**src/rtl/uart_loader.sv**
```systemverilog
// uart_loader: UART 8N1 receiver feeding the instruction-memory loader port.
// A 4-byte big-endian header gives the instruction count. The count*4 payload
// bytes that follow are forwarded with enable/ready sequencing. Enable is held
// for a short drain after the last byte so the memory commits the final word.
//
// state     | meaning
// ----------+-------------------------------------------------------------
// RX_IDLE   | line idle, waiting for a synchronized low
// RX_START  | half-bit wait, then confirm the start bit
// RX_DATA   | sample 8 data bits at bit centres, LSB first
// RX_STOP   | sample the stop bit: high -> byte_valid, low -> framing error
// LD_HDR    | collect the 4 header bytes, MSB first
// LD_STREAM | forward payload bytes as loader_ready pulses
// LD_DRAIN  | hold loader_enable for 2 cycles after the final ready
// LD_DONE   | load complete; RX bytes ignored until reset
// LD_ERR    | length or framing error; RX bytes ignored until reset
module uart_loader #(
  parameter int CLK_PER_BIT    = 868,
  parameter int INST_MEM_WIDTH = 2
) (
  input  logic       CLK,
  input  logic       reset,
  input  logic       rxd,
  output logic [7:0] loader_data,
  output logic       loader_ready,
  output logic       loader_enable,
  output logic       load_done,
  output logic       frame_err,
  output logic       len_err
);

  localparam int TW  = $clog2(CLK_PER_BIT);
  localparam int BCW = INST_MEM_WIDTH + 3;
  localparam logic [TW-1:0] BIT_LAST  = TW'(CLK_PER_BIT - 1);
  localparam logic [TW-1:0] HALF_LAST = TW'(CLK_PER_BIT / 2 - 1);
  localparam logic [31:0]   MAX_COUNT = 32'd1 << INST_MEM_WIDTH;

  typedef enum logic [1:0] {RX_IDLE, RX_START, RX_DATA, RX_STOP} rx_state_e;
  typedef enum logic [2:0] {LD_HDR, LD_STREAM, LD_DRAIN, LD_DONE, LD_ERR} ld_state_e;

  logic            rxd_s1_q, rxd_s2_q;
  rx_state_e       rx_state_q, rx_state_d;
  logic [TW-1:0]   tmr_q, tmr_d;
  logic [2:0]      bit_idx_q, bit_idx_d;
  logic [7:0]      shift_q, shift_d;
  logic            byte_valid_q, byte_valid_d;
  logic            ferr_pulse_q, ferr_pulse_d;
  logic            frame_err_q;

  ld_state_e       ld_state_q, ld_state_d;
  logic [23:0]     hdr_q, hdr_d;
  logic [1:0]      hdr_cnt_q, hdr_cnt_d;
  logic [INST_MEM_WIDTH:0] count_q, count_d;
  logic [BCW-1:0]  byte_cnt_q, byte_cnt_d;
  logic [1:0]      drain_q, drain_d;
  logic [7:0]      data_q, data_d;
  logic            ready_q, ready_d;
  logic            enable_q, enable_d;
  logic            done_q, done_d;
  logic            len_err_q, len_err_d;

  logic [31:0]     hdr_next;
  logic [BCW-1:0]  byte_target;
  logic [BCW-1:0]  byte_cnt_inc;

  // Two-flop synchronizer for the asynchronous serial line (idles high).
  always_ff @(posedge CLK or negedge reset) begin
    if (!reset) begin
      rxd_s1_q <= 1'b1;
      rxd_s2_q <= 1'b1;
    end else begin
      rxd_s1_q <= rxd;
      rxd_s2_q <= rxd_s1_q;
    end
  end

  // RX FSM state and datapath registers; frame_err is sticky.
  always_ff @(posedge CLK or negedge reset) begin
    if (!reset) begin
      rx_state_q   <= RX_IDLE;
      tmr_q        <= '0;
      bit_idx_q    <= '0;
      shift_q      <= '0;
      byte_valid_q <= 1'b0;
      ferr_pulse_q <= 1'b0;
      frame_err_q  <= 1'b0;
    end else begin
      rx_state_q   <= rx_state_d;
      tmr_q        <= tmr_d;
      bit_idx_q    <= bit_idx_d;
      shift_q      <= shift_d;
      byte_valid_q <= byte_valid_d;
      ferr_pulse_q <= ferr_pulse_d;
      frame_err_q  <= frame_err_q | ferr_pulse_d;
    end
  end

  // RX next-state: down-counting bit timer, terminal count at zero.
  always_comb begin
    rx_state_d   = rx_state_q;
    tmr_d        = tmr_q;
    bit_idx_d    = bit_idx_q;
    shift_d      = shift_q;
    byte_valid_d = 1'b0;
    ferr_pulse_d = 1'b0;
    unique case (rx_state_q)
      RX_IDLE: begin
        if (!rxd_s2_q) begin
          rx_state_d = RX_START;
          tmr_d      = HALF_LAST;
        end
      end
      RX_START: begin
        if (tmr_q == '0) begin
          if (!rxd_s2_q) begin
            rx_state_d = RX_DATA;
            tmr_d      = BIT_LAST;
            bit_idx_d  = 3'd0;
          end else begin
            rx_state_d = RX_IDLE;
          end
        end else begin
          tmr_d = tmr_q - 1'b1;
        end
      end
      RX_DATA: begin
        if (tmr_q == '0) begin
          shift_d = {rxd_s2_q, shift_q[7:1]};
          tmr_d   = BIT_LAST;
          if (bit_idx_q == 3'd7) rx_state_d = RX_STOP;
          else                   bit_idx_d  = bit_idx_q + 3'd1;
        end else begin
          tmr_d = tmr_q - 1'b1;
        end
      end
      RX_STOP: begin
        if (tmr_q == '0) begin
          // Back to IDLE right at the stop-bit centre so a start bit that
          // follows immediately is still caught.
          if (rxd_s2_q) byte_valid_d = 1'b1;
          else          ferr_pulse_d = 1'b1;
          rx_state_d = RX_IDLE;
        end else begin
          tmr_d = tmr_q - 1'b1;
        end
      end
      default: rx_state_d = RX_IDLE;
    endcase
  end

  assign hdr_next     = {hdr_q, shift_q};
  assign byte_target  = {count_q, 2'b00};
  assign byte_cnt_inc = byte_cnt_q + 1'b1;

  // Loader FSM state and registered loader-port outputs.
  always_ff @(posedge CLK or negedge reset) begin
    if (!reset) begin
      ld_state_q <= LD_HDR;
      hdr_q      <= '0;
      hdr_cnt_q  <= '0;
      count_q    <= '0;
      byte_cnt_q <= '0;
      drain_q    <= '0;
      data_q     <= '0;
      ready_q    <= 1'b0;
      enable_q   <= 1'b0;
      done_q     <= 1'b0;
      len_err_q  <= 1'b0;
    end else begin
      ld_state_q <= ld_state_d;
      hdr_q      <= hdr_d;
      hdr_cnt_q  <= hdr_cnt_d;
      count_q    <= count_d;
      byte_cnt_q <= byte_cnt_d;
      drain_q    <= drain_d;
      data_q     <= data_d;
      ready_q    <= ready_d;
      enable_q   <= enable_d;
      done_q     <= done_d;
      len_err_q  <= len_err_d;
    end
  end

  // Loader next-state: header parse, payload stream, drain, terminal states.
  always_comb begin
    ld_state_d = ld_state_q;
    hdr_d      = hdr_q;
    hdr_cnt_d  = hdr_cnt_q;
    count_d    = count_q;
    byte_cnt_d = byte_cnt_q;
    drain_d    = drain_q;
    data_d     = data_q;
    ready_d    = 1'b0;
    enable_d   = enable_q;
    done_d     = done_q;
    len_err_d  = len_err_q;
    unique case (ld_state_q)
      LD_HDR: begin
        if (ferr_pulse_q) begin
          ld_state_d = LD_ERR;
        end else if (byte_valid_q) begin
          hdr_d     = {hdr_q[15:0], shift_q};
          hdr_cnt_d = hdr_cnt_q + 2'd1;
          if (hdr_cnt_q == 2'd3) begin
            if (hdr_next == 32'd0) begin
              ld_state_d = LD_DONE;
              done_d     = 1'b1;
            end else if (hdr_next > MAX_COUNT) begin
              ld_state_d = LD_ERR;
              len_err_d  = 1'b1;
            end else begin
              ld_state_d = LD_STREAM;
              count_d    = hdr_next[INST_MEM_WIDTH:0];
              byte_cnt_d = '0;
              enable_d   = 1'b1;
            end
          end
        end
      end
      LD_STREAM: begin
        if (ferr_pulse_q) begin
          ld_state_d = LD_ERR;
          enable_d   = 1'b0;
        end else if (byte_valid_q) begin
          data_d     = shift_q;
          ready_d    = 1'b1;
          byte_cnt_d = byte_cnt_inc;
          if (byte_cnt_inc == byte_target) begin
            // Three cycles in DRAIN: enable drops on the 3rd edge after ready.
            ld_state_d = LD_DRAIN;
            drain_d    = 2'd2;
          end
        end
      end
      LD_DRAIN: begin
        if (ferr_pulse_q) begin
          ld_state_d = LD_ERR;
          enable_d   = 1'b0;
        end else if (drain_q == 2'd0) begin
          ld_state_d = LD_DONE;
          enable_d   = 1'b0;
          done_d     = 1'b1;
        end else begin
          drain_d = drain_q - 2'd1;
        end
      end
      LD_DONE: enable_d = 1'b0;
      LD_ERR:  enable_d = 1'b0;
      default: begin
        ld_state_d = LD_ERR;
        enable_d   = 1'b0;
      end
    endcase
  end

  assign loader_data   = data_q;
  assign loader_ready  = ready_q;
  assign loader_enable = enable_q;
  assign load_done     = done_q;
  assign frame_err     = frame_err_q;
  assign len_err       = len_err_q;

endmodule

```
**config.mk**
```make
export PLATFORM = sky130hd
export DESIGN_NAME = uart_loader
export DESIGN_NICKNAME = d
export VERILOG_FILES = /design/src/rtl/uart_loader.sv
export SDC_FILE = /design/constraint.sdc
export NUM_CORES = 1
export LEC_CHECK = 0
export ABC_CLOCK_PERIOD_IN_PS = 5750
export CAP_MARGIN = 20
export CORE_UTILIZATION = 45
export CTS_CLUSTER_DIAMETER = 150
export DETAILED_ROUTE_END_ITERATION = 8
export PLACE_DENSITY_LB_ADDON = 0.15
export SETUP_SLACK_MARGIN = 0.15
export SLEW_MARGIN = 5
export SYNTH_ARGS = -nofsm -noshare
export SYNTH_HDL_FRONTEND = slang
export SYNTH_SLANG_ARGS = --single-unit
export TNS_END_PERCENT = 100
```
**constraint.sdc**
```tcl
create_clock -name CLK -period 5.75 [get_ports CLK]
set_clock_uncertainty 0.2 [all_clocks]
set_input_delay 1.15 -clock CLK [delete_from_list [all_inputs] [get_ports CLK]]
set_output_delay 1.15 -clock CLK [all_outputs]
set_load 0.05 [all_outputs]
```
==> results of run 1 <==
==> metrics by stage <==
step,hold slack (ps),utilization [%]
finish,159,52.3
global route,170,52.3
CTS,161,51.9
floorplan,145,-
detailed placement,149,49.4
global placement,147,49.4
==> kinds of logic (layout without fill, tap and decap cells) <==
logic type / count (synthesis) / after routing
mux: 23 / 23
fa+ha+maj: 11 / 11
flops: 79 / 79
xor+xnor: 6 / 6
buf+inv: 28 / 47
simple gates: 173 / 173
compound gates: 73 / 73
==> cells in the final DEF, fill, tap and decap left out, types with 4 or more instances in the layout <==
cell	synthesis	layout
a21oi_1	17	17
a22o_1	5	5
and3_1	4	4
clkbuf_8	0	11
clkdlybuf4s50_1	0	14
dfrtp_1	77	77
ha_1	11	11
inv_1	16	16
mux2_2	20	20
nand2_1	95	95
nand3_1	6	6
nand4_1	4	4
nor2_1	19	19
nor3_1	13	13
nor4_1	7	7
o21ai_0	16	16
o221ai_1	4	4
or3_1	5	5
xnor2_1	5	5
==> state kept, by name, summed over array words and instances (netlist names), named ones only <==
| signal | count |
|---|---|
| rxd_s2_q | 1 |
| drain_q | 2 |
| frame_err | 1 |
| hdr_q | 24 |
| bit_idx_q | 3 |
| loader_ready | 1 |
| byte_cnt_q | 5 |
| ld_state_q | 3 |
| byte_valid_q | 1 |
| loader_enable | 1 |
| ferr_pulse_q | 1 |
| load_done | 1 |
| rxd_s1_q | 1 |
| rx_state_q | 1 |
| hdr_cnt_q | 2 |
| count_q | 3 |
| tmr_q | 10 |
| shift_q | 8 |
| loader_data | 8 |
| len_err | 1 |
==> power by group through the flow <==
stage                     Combinational, uW  Sequential [uW]  Clock [uW]
final                                  14.9              557         424
after global routing                   17.8              557         463
after CTS                              13.6              557         436
after detailed placement               13.6              568           0
after global placement                 13.3              568           0
after floorplan                        1.06              568           0
==> worst min-delay path by stage <==
| stage | end | slack (ps) | startpoint |
|---|---|---|---|
| final | rxd_s2_q | 160 | rxd_s1_q |
| after floorplan | rxd_s2_q | 150 | rxd_s1_q |
| after detailed placement | rxd_s2_q | 150 | rxd_s1_q |
| after global routing | rxd_s2_q | 170 | rxd_s1_q |
| after CTS | rxd_s2_q | 160 | rxd_s1_q |
| after global placement | rxd_s2_q | 150 | rxd_s1_q |
==> per-layer routing <==
metal  wire (um)  part of all wire (%)  vias up
li1            -                     -     1407
met1        3680                    50     1384
met2        3480                    47       38
met3         156                   2.1        6
met4          89                   1.2        0
met5           0                     0        -
==> cell type report <==
| type | instances | area [um2] | share of cell area, % |
|---|---|---|---|
| multi-input cells | 286 | 1740 | 40.6 |
| clock buffers | 11 | 151 | 3.52 |
| well taps | 105 | 131 | 3.06 |
| repair buffers | 16 | 175 | 4.08 |
| flip-flops and latches | 79 | 1980 | 46.1 |
| inverters | 16 | 60.1 | 1.40 |
| clock inverters | 4 | 55.1 | 1.28 |
==> run summary, run 1 <==
status = finished clean
CP delay by family, top = buffers and inverters
syn_nets = 407
cell with the most instances after synthesis = nand2_1
clk sinks = 79
DRT Wirelength = 7400 um
n_diodes = 0
Residual DRC = 0
largest family of logic cells by synthesized area = simple AND/OR/NAND/NOR gates
first-pass GRT wire length = 13100 um
Final Cell Area = 4300 um2
worst skew pair latency = 340 ps
Hold Path Class = reg2reg
worst rel slew slack = 38.4%
vias in the first global route = 2795
fmax = 350 MHz
internal reg-to-reg setup slack = 2920 ps
clk buf depth = 2
initial antenna violation count = 0
Max Slew Vio Count = 0
fraction of the mapped netlist area in simple logic gates = 20.7%
dpl cells = 501
critical path depth = 1
fin crit period = 2860 ps
M3 GR Usage = 2.98%
post-synthesis cell area = 3840 um2
GRT Max-Usage Layer = met2
slew of the pin with the lowest slew margin = 922 ps
Avg Inst Size Synth = 9.76 um2
Post-Place Cell Area = 4060 um2
fin worst setup slack = 2890 ps
final-report hold violation count = 0
fraction of registers with async set/reset = 100%
Vias = 2835
WP data required = 4400 ps
pre-CTS setup slack = 2930 ps
distinct cell type count after synthesis = 58
top cells by count, synth = nand2_1 (95), dfrtp_1 (77), mux2_2 (20)
largest net degree at the start of global routing = 80
combinational share of power = 1.5%
RSZ-0062 raised after global routing = no
TritonCTS clock tree = done
sequential-to-total area share from yosys stat = 51.6%
Reg power frac = 56.0%
crit share post-route = 49.7%
H-tree levels = 3
max-cap viol count = 0
Reg2Reg Depth = 5
hold depth = 0
Synth area leaders = dfrtp_1 (50%), nand2_1 (9.3%), mux2_2 (5.9%)
WL per Instance = 14.3 um
routed vias/inst = 5.48
Total Routing Usage GR = 18.7%
adder-cell share of the synthesized area = 3.59%
Critical Path Max Stage Delay = 810 ps
worst IR drop on VDD = 142 uV
die area = 8900 um2
core area = 8220 um2
die span in y = 94.3 um
grt met1 use = 26.0%
clock share of power = 42.5%
Fillers = 777
Reg-to-Reg Start = ld_state_q[0]
PnR Total Power = 996 uW
complex-gate fraction of the synthesized area = 13.1%
hold buffers post-CTS = 0
internal power = 783 uW
Clock transition at path regs = 80 ps
fin cells = 517
post_cts resized = 0
Setup crit end = loader_data[2]
Synth Register Bits = 79
EDFF count, synth = 0
met2 usage = 29.1%
yosys warns = 0
PwrDens = 232 nW/um2
top cell type's share of synthesized area = 50.2%
worst setup path startpoint = loader_data[2]
Routability Congestion = 0.849
post-DP HPWL = 5010 um
XOR/XNOR Fraction of Synth Area = 1.37%
switching part of the total = 21.3%
worst path bufs/invs = 1
number of port buffers = 15
critical path's slowest cell = clkdlybuf4s50_1
CP endpoint kind = output pin
initial core utilization = 46.7%
die width = 94.3 um
root buf cell = clkbuf_8
Antenna Nets Post-Route = 0
share of layout cells above drive strength 1 = 11.2%
GRT overflow = 0
DR pass1 iterations = 4
top cell type by total area after synthesis = dfrtp_1
DRT iter0 DRCs = 137
Syn Inst Count = 393
worst path cell trace = clkdlybuf4s50_1
Crit Path Class = reg2out
multiplexer area fraction after synthesis = 6.65%
post-CTS setup buffers = 0
WP data arrival = 1510 ps
P&R area growth vs syn = 12.0%
Startpoint Class = register
Pleak = 0.00207 uW
Main synth FF type = dfrtp_1
FP Rows = 33
boundary pin count = 16
setup_tns = 0 ps
Psw = 212 uW
crit path max fanout = 2
Num CTS Buffers = 9
fin nets = 422
final setup vio count = 0
reg2reg end = count_q[1]
Note: power is estimated with default switching activity, not from simulation.
==> run 2, diff against run 1 <==
--- a/config.mk
+++ b/config.mk
@@ -5,7 +5,7 @@
 export SDC_FILE = /design/constraint.sdc
 export NUM_CORES = 1
 export LEC_CHECK = 0
-export ABC_CLOCK_PERIOD_IN_PS = 5750
+export ABC_CLOCK_PERIOD_IN_PS = 2700
 export CAP_MARGIN = 20
 export CORE_UTILIZATION = 45
 export CTS_CLUSTER_DIAMETER = 150
==> constraint.sdc (replaced) <==
create_clock -name CLK -period 2.7 [get_ports CLK]
set_clock_uncertainty 0.2 [all_clocks]
set_input_delay 0.54 -clock CLK [delete_from_list [all_inputs] [get_ports CLK]]
set_output_delay 0.54 -clock CLK [all_outputs]
set_load 0.05 [all_outputs]
==> run 2 against run 1 <==
  * Cell count is 3.7% higher
  * Worst setup slack worse by 2600 ps
  * Largest power group unchanged
  * Critical path type is now reg2reg
  * Register-to-register slack worse by 2700 ps
  * First-iteration DRC count is 9.5% lower
  * Largest cell class unchanged
  * Sequential share of layout area is 1.6 points lower
==> run summary, run 2 (synthesis results as in run 1) <==
WL per Instance = 14.4 um
n_diodes = 0
setup_tns = 0 ps
max reg flops = 24
DRT Wirelength = 7730 um
boundary pin count = 16
H-tree levels = 3
die width = 94.3 um
routed vias/inst = 5.38
vias in the first global route = 2721
initial core utilization = 46.7%
share of layout cells above drive strength 1 = 15.5%
crit path max fanout = 8
Pleak = 0.00217 uW
final-report hold violation count = 0
CP endpoint kind = register
WP data arrival = 2490 ps
clk buf depth = 2
biggest regs = hdr_q x24, tmr_q x10
worst skew pair latency = 350 ps
Vias = 2886
Routability Congestion = 0.877
die area = 8900 um2
GRT overflow = 0
Total Routing Usage GR = 19.3%
commonest non-fill, non-tap cell in the layout = nand2_1
DRT iter0 DRCs = 124
final setup vio count = 0
Final Cell Area = 4450 um2
core area = 8220 um2
number of port buffers = 15
Biggest register = hdr_q
crit share post-route = 91.1%
status = finished clean
clk sinks = 79
largest net degree at the start of global routing = 36
TritonCTS clock tree = done
Max Slew Vio Count = 0
worst IR drop on VDD = 229 uV
dpl cells = 513
fin cells = 536
slew of the pin with the lowest slew margin = 530 ps
Antenna Nets Post-Route = 0
P&R area growth vs syn = 16.1%
max-cap viol count = 0
DR pass1 iterations = 4
root buf cell = clkbuf_8
worst rel slew slack = 64.4%
Clock transition at path regs = 80 ps
first-pass GRT wire length = 13200 um
Startpoint Class = register
Hold Path Class = reg2reg
fmax = 406 MHz
post-layout util = 54.2%
fin crit period = 2460 ps
Crit Path Class = reg2reg
WP data required = 2730 ps
PnR Total Power = 2190 uW
Post-Place Cell Area = 4150 um2
PwrDens = 492 nW/um2
die span in y = 94.3 um
RSZ-0062 raised after global routing = yes
initial antenna violation count = 0
most frequent cells in the layout = nand2_1 (95), dfrtp_1 (77), mux2_2 (20)
post-DP HPWL = 5340 um
fin nets = 440
FP Rows = 33
Num CTS Buffers = 9
Residual DRC = 0
==> run 2: final timing paths <==
kind,startpoint,endpoint,slack (ps),cells past startpoint
worst max-delay path,tmr_q[0],tmr_q[2],240,7
worst min register to register,rxd_s1_q,rxd_s2_q,160,0
max in group asynchronous,reset,loader_data[6],1140,3
worst min-delay path,rxd_s1_q,rxd_s2_q,160,0
min in group asynchronous,reset,hdr_q[16],470,2
worst max register to register,tmr_q[0],tmr_q[2],240,7
==> run 2: critical path, stage by stage (launching register included) <==
cell and delay [ps]:
dfrtp_1 430, inv_1 80, ha_2 180, or4b_4 460, or3_4 390, o21ai_4 290, nor2_2 80, a22o_1 240
==> run 2: final cells by class <==
class	instances	area [um2]
well taps	105	131
multi-input cells	286	1760
inverters	16	60.1
flip-flops and latches	79	1980
clock inverters	5	81.3
repair buffers	34	297
clock buffers	11	141
fillers	761	3760
==> run 2: what timing repair did <==
| action | in CTS | in global routing |
|---|---|---|
| hold buffers | 1 | 0 |
| endpoints found under the setup margin | 7 | 16 |
| hold endpoints to repair | 33 | 0 |
| resized for setup | 2 | 4 |
| pin swaps | 1 | 5 |
| buffers inserted | 2 | 4 |
==> run 2: report_power, final <==
group          switching [uW]  internal [uW]
Combinational            24.8           5.70
Clock                     428            547
Sequential               1.81           1180
Total                     455           1740
==> run 2: metal layers <==
layer / share of wire [%] / global-route usage [%] / vias up
met2: 48 / 31.2 / 49
met1: 48 / 25.7 / 1378
met5: 0 / 0 / -
met4: 0.91 / 5.38 / 0
li1: - / - / 1454
met3: 3.0 / 4.83 / 5
==> run 2: per-stage QoR <==
| step | worst slack [ps] | hold slack (ps) |
|---|---|---|
| floorplan | 235 | 44.4 |
| global placement | 148 | 147 |
| detailed placement | 90.8 | 150 |
| CTS | 181 | 162 |
| global route | 139 | 163 |
| finish | 240 | 162 |
==> run 3, diff against run 2 <==
--- a/config.mk
+++ b/config.mk
@@ -7,7 +7,7 @@
 export LEC_CHECK = 0
 export ABC_CLOCK_PERIOD_IN_PS = 2700
 export CAP_MARGIN = 20
-export CORE_UTILIZATION = 45
+export CORE_UTILIZATION = 40
 export CTS_CLUSTER_DIAMETER = 150
 export DETAILED_ROUTE_END_ITERATION = 8
 export PLACE_DENSITY_LB_ADDON = 0.15
==> run 3 against run 2 <==
  * Sequential share of layout area rose by 0.075 points
  * Clock power down 10%
  * Worst setup slack got worse by 19 ps
  * Total power shrank 4.4%
  * Die area is 12% higher
  * Design area shrank 0.17%
  * Sequential power hardly changed
  * Via count increased by 1.5%
  * Largest power group unchanged
  * Highest routed layer unchanged
==> run summary, run 3 (synthesis results as in run 1) <==
status = finished clean
fin nets = 438
worst path bufs/invs = 1
Clock transition at path regs = 80 ps
most frequent cells in the layout = nand2_1 (95), dfrtp_1 (77), mux2_2 (20)
share of layout cells above drive strength 1 = 15.4%
routed vias/inst = 5.25
boundary pin count = 16
GRT overflow = 0
CP endpoint kind = register
Num CTS Buffers = 9
pre-CTS setup slack = 110 ps
DRT iter0 DRCs = 107
Critical Path Max Stage Delay = 470 ps
worst rel slew slack = 63.1%
largest net degree at the start of global routing = 39
Startpoint Class = register
max-cap viol count = 0
fmax = 403 MHz
WP data required = 2740 ps
biggest regs = hdr_q x24, tmr_q x10
worst IR drop on VDD = 259 uV
number of port buffers = 15
Max Slew Vio Count = 0
vias in the first global route = 3041
DRT Wirelength = 8070 um
TritonCTS clock tree = done
clk buf depth = 2
post-layout util = 47.9%
root buf cell = clkbuf_8
die area = 9990 um2
WL per Instance = 14.5 um
critical path's slowest cell = or4b_4
initial core utilization = 41.3%
die width = 99.9 um
final-report hold violation count = 0
Pleak = 0.00215 uW
Crit Path Class = reg2reg
H-tree levels = 3
final setup vio count = 0
die span in y = 99.9 um
Biggest register = hdr_q
slew of the pin with the lowest slew margin = 550 ps
worst path cell trace = inv_2 > ha_2 > or4b_4 > or3_4 > o21ai_1 > o21ai_0 > a22o_1
worst skew pair latency = 360 ps
FP Rows = 35
fin cells = 558
CP delay by family, top = simple AND/OR/NAND/NOR gates
P&R area growth vs syn = 15.9%
Vias = 2930
first-pass GRT wire length = 14800 um
core area = 9280 um2
WP data arrival = 2520 ps
crit share post-route = 91.8%
RSZ-0062 raised after global routing = yes
max reg flops = 24
fin crit period = 2480 ps
WHS = 157 ps
DR pass1 iterations = 6
Antenna Nets Post-Route = 0
PwrDens = 471 nW/um2
Routability Congestion = 0.806
crit path max fanout = 8
n_diodes = 0
clk sinks = 79
initial antenna violation count = 0
Residual DRC = 0
setup_tns = 0 ps
commonest non-fill, non-tap cell in the layout = nand2_1
dpl cells = 540
Hold Path Class = reg2reg
fin worst setup slack = 221 ps
post-DP HPWL = 5630 um
Total Routing Usage GR = 18.7%
==> run 3: changes by cell type in the layout (fill, tap and decap cells not counted), moves of 2 or more <==
cell and change:
bufinv_16 -2, inv_6 +2, buf_4 -3, clkbuf_8 +2
==> run 3: metal layers <==
layer | vias up | global-route usage, % | wire length [um]
met5 | - | 0 | 0
met2 | 44 | 27.7 | 3530
met4 | 0 | 7.69 | 138
li1 | 1449 | - | -
met1 | 1427 | 26.8 | 4190
met3 | 10 | 3.48 | 207
==> run 3: repair_timing <==
action | 4_1_cts | 5_1_grt
pin swaps | 0 | 3
cloned | 0 | 0
hold buffers | 1 | 0
gates resized for setup | 1 | 6
endpoints found under the setup margin | 6 | 20
buffers inserted | 0 | 1
hold endpoints to repair | 35 | 0
==> run 3: per-stage QoR <==
stage	instance area [um2]	total power [uW]
2_1_floorplan	3840	1210
3_3_place_gp	4200	1240
3_5_place_dp	4200	1240
4_1_cts	4420	2130
5_1_grt	4450	2190
6_report	4450	2090
==> run 3: report_power, final <==
| part | internal [uW] | total [uW] | leakage [uW] | switching (uW) |
|---|---|---|---|---|
| clock network | 420 | 876 | 0.000104 | 456 |
| registers | 1180 | 1190 | 0.00108 | 1.71 |
| logic | 6.66 | 32.0 | 0.000969 | 25.3 |
==> run 3: worst paths after layout <==
path / startpoint / to / slack [ps] / depth (start not counted)
setup / recovery: tmr_q[1] / tmr_q[3] / 220 / 7
hold / removal: rxd_s1_q / rxd_s2_q / 160 / 0
setup reg to reg: tmr_q[1] / tmr_q[3] / 220 / 7
hold reg to reg: rxd_s1_q / rxd_s2_q / 160 / 0
max in group asynchronous: reset / rxd_s1_q / 1150 / 3
min in group asynchronous: reset / load_done / 480 / 2
==> run 3: cell type report <==
| class | count | area [um2] |
|---|---|---|
| multi-input combinational | 286 | 1760 |
| tap | 129 | 161 |
| inverter | 16 | 60.1 |
| clock inverter | 4 | 35.0 |
| clock buffer | 12 | 165 |
| sequential | 79 | 1980 |
| fill | 894 | 4840 |
| timing repair buffer | 32 | 285 |
==> RTL change 1, RTL diff (settings of run 2) <==
`CLK_PER_BIT`: 868 -> 434.
--- a/src/rtl/uart_loader.sv
+++ b/src/rtl/uart_loader.sv
@@ -17,3 +17,3 @@
 module uart_loader #(
-  parameter int CLK_PER_BIT    = 868,
+  parameter int CLK_PER_BIT    = 434,
   parameter int INST_MEM_WIDTH = 2
Check against the original RTL: no difference found for any inputs over 10 cycles, from zero or initial values and one cycle with reset low; that may be too few to reach the edited logic, so the function may still have changed.
==> RTL change 1 against run 2 <==
- synthesized cell count decreased by 14%
- synthesized area fell by 1.7%
- final area fell by 4.6%
- sequential cell count down 1
- fmax rose by 1.0%
- wire length decreased by 5.7%
- power shrank 7.6%
- setup slack gained 0.025 ns
- largest cell class unchanged
==> RTL change 1: results <==
metrics = {
    "global_routing": {
        "grt_pass1_wl_um": 12700,
        "gr-usage-met3": 0.0390,
        "grtUsageMet2": 0.276,
        "grtUsageTotal": 0.189,
        "grt_max_degree": 54,
        "met1_usage": 0.275,
    },
    "finish": {
        "reg_top3": "hdr_q: 24 flops, tmr_q: 9 flops",
        "antenna_cells": 0,
        "fin_nets": 371,
    },
    "routing": {
        "finalWirelength_um": 7290,
        "wl_met3_um": 255,
        "wl_per_cell_um": 15.6,
        "avgViaCountPerCell": 5.62,
        "wl_met2_um": 3240,
        "m1WireLength_um": 3690,
    },
    "critical_path": {
        "endpoint_kind": "register",
        "cp_max_fo": 10,
        "r2r-end": "tmr_q[0]",
        "path_delay_family": "compound AO/OA/AOI/OAI gates",
        "max_stage_delay_ns": 0.55,
        "rrSetupSlack_ns": 0.26,
    },
    "placement": {
        "place.gp.congestion": 0.840,
        "post-place-ws_ns": 0.223,
        "placed_cell_area_sq_um": 4040,
    },
    "logic_synthesis": {
        "ys_seq_area_frac": 0.518,
        "synth_xor_area_frac": 0.0239,
        "synth.avg_cell_area_sq_um": 11.2,
        "synth.mux.area_fraction": 0.110,
        "yosys-top-cells-count": "dfrtp_1, nand2_1, mux2_2",
        "mappedNetlistNets": 352,
        "synth-adder-area-share": 0.0365,
        "synth_area_leaders": "dfrtp_1, mux2_2, nand2_1, ha_1, a22o_1",
        "synth_cell_types": 59,
    },
    "timing": {
        "slew_headroom": 0.545,
        "fin_hold_ws_ns": 0.166,
    },
    "power_and_ir_drop": {
        "ir_drop_v": 0.000234,
        "power.leakage_nw": 2.02,
    },
    "clocking": {
        "cts_max_path_buffers": 2,
        "cts_post_setup_buffers_inserted": 0,
        "ctsResizeCount": 0,
    },
    "outcome": {
        "status": "completed",
    },
}
-- RTL change 1: changes by cell type in the layout (fill, tap and decap cells not counted), moves of 4 or more --
| cell | change |
|---|---|
| or3_1 | -4 |
| nand2_1 | -53 |
| nor2_1 | -5 |
| mux2_2 | +15 |
| a21oi_1 | -5 |
| nor3_1 | -4 |
| buf_4 | -13 |
-- RTL change 1: power breakdown --
group | switching (mW) | internal (mW) | leakage [nW]
logic | 0.0238 | 0.00714 | 0.860
clock network | 0.437 | 0.385 | 0.0995
registers | 0.00181 | 1.17 | 1.06
total | 0.463 | 1.56 | 2.02
-- RTL change 1: cell type report --
cell class              instances  area, sq um
clock buffers                  11          151
inverters                      15         56.3
multi-input cells             232         1710
clock inverters                 5         32.5
flip-flops and latches         78         1950
repair buffers                 21          208
fillers                       745         3930
well taps                     105          131
-- RTL change 1: kinds of logic after synthesis --
group,Yosys count
flops,78
buf+inv,28
compound gates,69
fa+ha+maj,11
mux,37
simple gates,108
xor+xnor,7
==> RTL change 2, RTL diff (flow settings as in run 2) <==
Without the edit above. Register the input `rxd` before use, without a reset. The logic sees it one clock later.
--- a/src/rtl/uart_loader.sv
+++ b/src/rtl/uart_loader.sv
@@ -40,2 +40,8 @@
 
+  logic rxd_q;
+
+  always_ff @(posedge CLK) begin
+    rxd_q <= rxd;
+  end
+
   logic            rxd_s1_q, rxd_s2_q;
@@ -71,3 +77,3 @@
     end else begin
-      rxd_s1_q <= rxd;
+      rxd_s1_q <= rxd_q;
       rxd_s2_q <= rxd_s1_q;
Formal check against the unedited RTL: no difference found for any inputs over 10 cycles, from zero or initial values and one cycle with reset low; that may be too few to reach the edited logic, so the function may still have changed.
==> RTL change 2 against run 2 <==
- core utilization is 0.64 points lower
- final area is 0.20% lower
- synthesized area is 1.2% higher
- via count is 1.5% higher
- setup slack better by 0.0031 ns
- power is 1.8% higher
- final cell count is 1.7% higher
- wire length is 5.3% higher
- sequential cell count is 1 higher
- sequential share of layout area is 0.54 points higher
- critical path type unchanged
- largest power group unchanged
==> RTL change 2: results <==
metrics = {
    "logic_synthesis": {
        "mappedNetlistNets": 425,
        "synth_area_leaders": "dfrtp_1, nand2_1, ha_1, mux2_2, o21ai_0",
        "synth-async-reset-ratio": 0.988,
        "yosys-top-cells-count": "nand2_1, dfrtp_1, o21ai_0",
        "ys_seq_area_frac": 0.515,
        "yosys_warnings": 0,
        "synth_top_area_frac": 0.496,
        "synth_cell_types": 57,
        "synth_flop_cell": "dfrtp_1",
    },
    "placement": {
        "detailed_place_hpwl_um": 5640,
        "placed_cell_area_sq_um": 4170,
        "place.gp.congestion": 0.810,
        "io_buffers": 15,
    },
    "critical_path": {
        "worstPathArrival_ns": 2.49,
        "rrSetupSlack_ns": 0.24,
        "max_stage_delay_ns": 0.57,
        "slowest_stage": "or4b_4",
        "cp_max_fo": 7,
    },
    "clocking": {
        "cts_buffers": 9,
        "cts.htree.levels": 3,
        "root_buffer": "clkbuf_8",
        "clk_latency_ns": 0.36,
        "cts_max_path_buffers": 2,
        "path_clk_slew_ns": 0.09,
    },
    "timing": {
        "maxSlewViolCount": 0,
        "setup_viol": 0,
        "slew_headroom": 0.545,
    },
    "global_routing": {
        "grt_max_degree": 41,
        "grt_pass1_vias": 2801,
        "antenna_found_initial": 0,
        "grtUsageTotal": 0.197,
        "grt_pass1_wl_um": 13600,
    },
    "finish": {
        "fin_nets": 449,
        "reg_top3": "hdr_q: 24 flops, tmr_q: 10 flops",
        "antenna_cells": 0,
        "drive_gt1_frac": 0.123,
        "nFillCells": 757,
    },
    "routing": {
        "dr.pass1.iters": 4,
        "drtIter0Drc": 150,
        "wl_per_cell_um": 14.9,
        "vias": 2928,
    },
    "power_and_ir_drop": {
        "ir_drop_v": 0.000258,
        "power.leakage_nw": 2.22,
    },
    "worst_hold_path": {
        "hold_class": "register to register",
    },
    "outcome": {
        "status": "completed",
    },
}
RTL change 2: cell count changes after synthesis, moves of 4 or more:
cell	delta
o21ai_0	+8
nand2_1	+22
mux2_2	-9
nor2_1	-7
o221ai_1	-4
RTL change 2: final timing paths:
kind / from / to / depth (start not counted)
worst max-delay path: tmr_q[0] / tmr_q[9] / 7
worst min-delay path: rxd_q / rxd_s1_q / 0
worst max register to register: tmr_q[0] / tmr_q[9] / 7
worst min register to register: rxd_q / rxd_s1_q / 0
max in group asynchronous: reset / rxd_s2_q / 3
min in group asynchronous: reset / hdr_cnt_q[1] / 2
RTL change 2: layout make-up:
cell class / instances / share of cell area
Sequential cell: 80 / 0.450
Inverter: 16 / 0.0135
Timing Repair Buffer: 26 / 0.0560
Clock inverter: 7 / 0.0231
Clock buffer: 9 / 0.0279
Tap cell: 105 / 0.0296
Multi-Input combinational cell: 302 / 0.400
RTL change 2: power by group:
part | total [mW] | internal (mW) | switching, mW | leakage [nW]
logic | 0.0320 | 0.00696 | 0.0251 | 1.02
clock network | 0.997 | 0.532 | 0.465 | 0.111
registers | 1.20 | 1.20 | 0.00197 | 1.09
RTL change 2: layer usage:
metal,wire (um),track usage,vias up
met1,4020,0.269,1415
li1,-,-,1475
met5,0,0,-
met2,3850,0.308,30
met3,184,0.0499,8
met4,82,0.0593,0
RTL change 2: logic make-up (layout without fill, tap and decap cells):
kind of cell / after synthesis / after routing / synth area share
buffers and inverters: 29 / 58 / 0.0309
and+or+nand+nor: 194 / 194 / 0.231
DFF: 80 / 80 / 0.515
xor gates and xnor gates: 6 / 6 / 0.0171
muxes: 11 / 11 / 0.0319
AOI/OAI and AO/OA: 80 / 80 / 0.139
adders and majority gates: 11 / 11 / 0.0354
RTL change 2: stage by stage:
| step | instances | total power [mW] | setup WS (ns) | util | hold slack (ns) |
|---|---|---|---|---|---|
| 4_1_cts | 542 | 2.27 | 0.233 | 0.531 | 0.109 |
| 6_report | 545 | 2.23 | 0.243 | 0.536 | 0.107 |
| 3_5_place_dp | 525 | 1.26 | 0.249 | 0.502 | 0.0885 |
| 5_1_grt | 545 | 2.31 | 0.125 | 0.536 | 0.121 |
| 3_3_place_gp | 525 | 1.26 | 0.298 | 0.502 | 0.0885 |
| 2_1_floorplan | 411 | 1.23 | 0.352 | - | 0.0444 |
RTL change 2: critical path, delay by kind of cell (launching register included):
family / cells / cell delay [ns]
AND/OR/NAND/NOR: 3 / 0.93
adder cells (fa/ha/maj): 1 / 0.21
flip-flops: 1 / 0.39
AO/OA/AOI/OAI: 2 / 0.53
buffers and inverters: 1 / 0.08
RTL change 2: repair_timing:
action	in CTS	in global routing
hold buffers	1	0
hold endpoints to repair	39	0
resized for setup	0	4
endpoints found under the setup margin	0	33
setup buffers	0	3
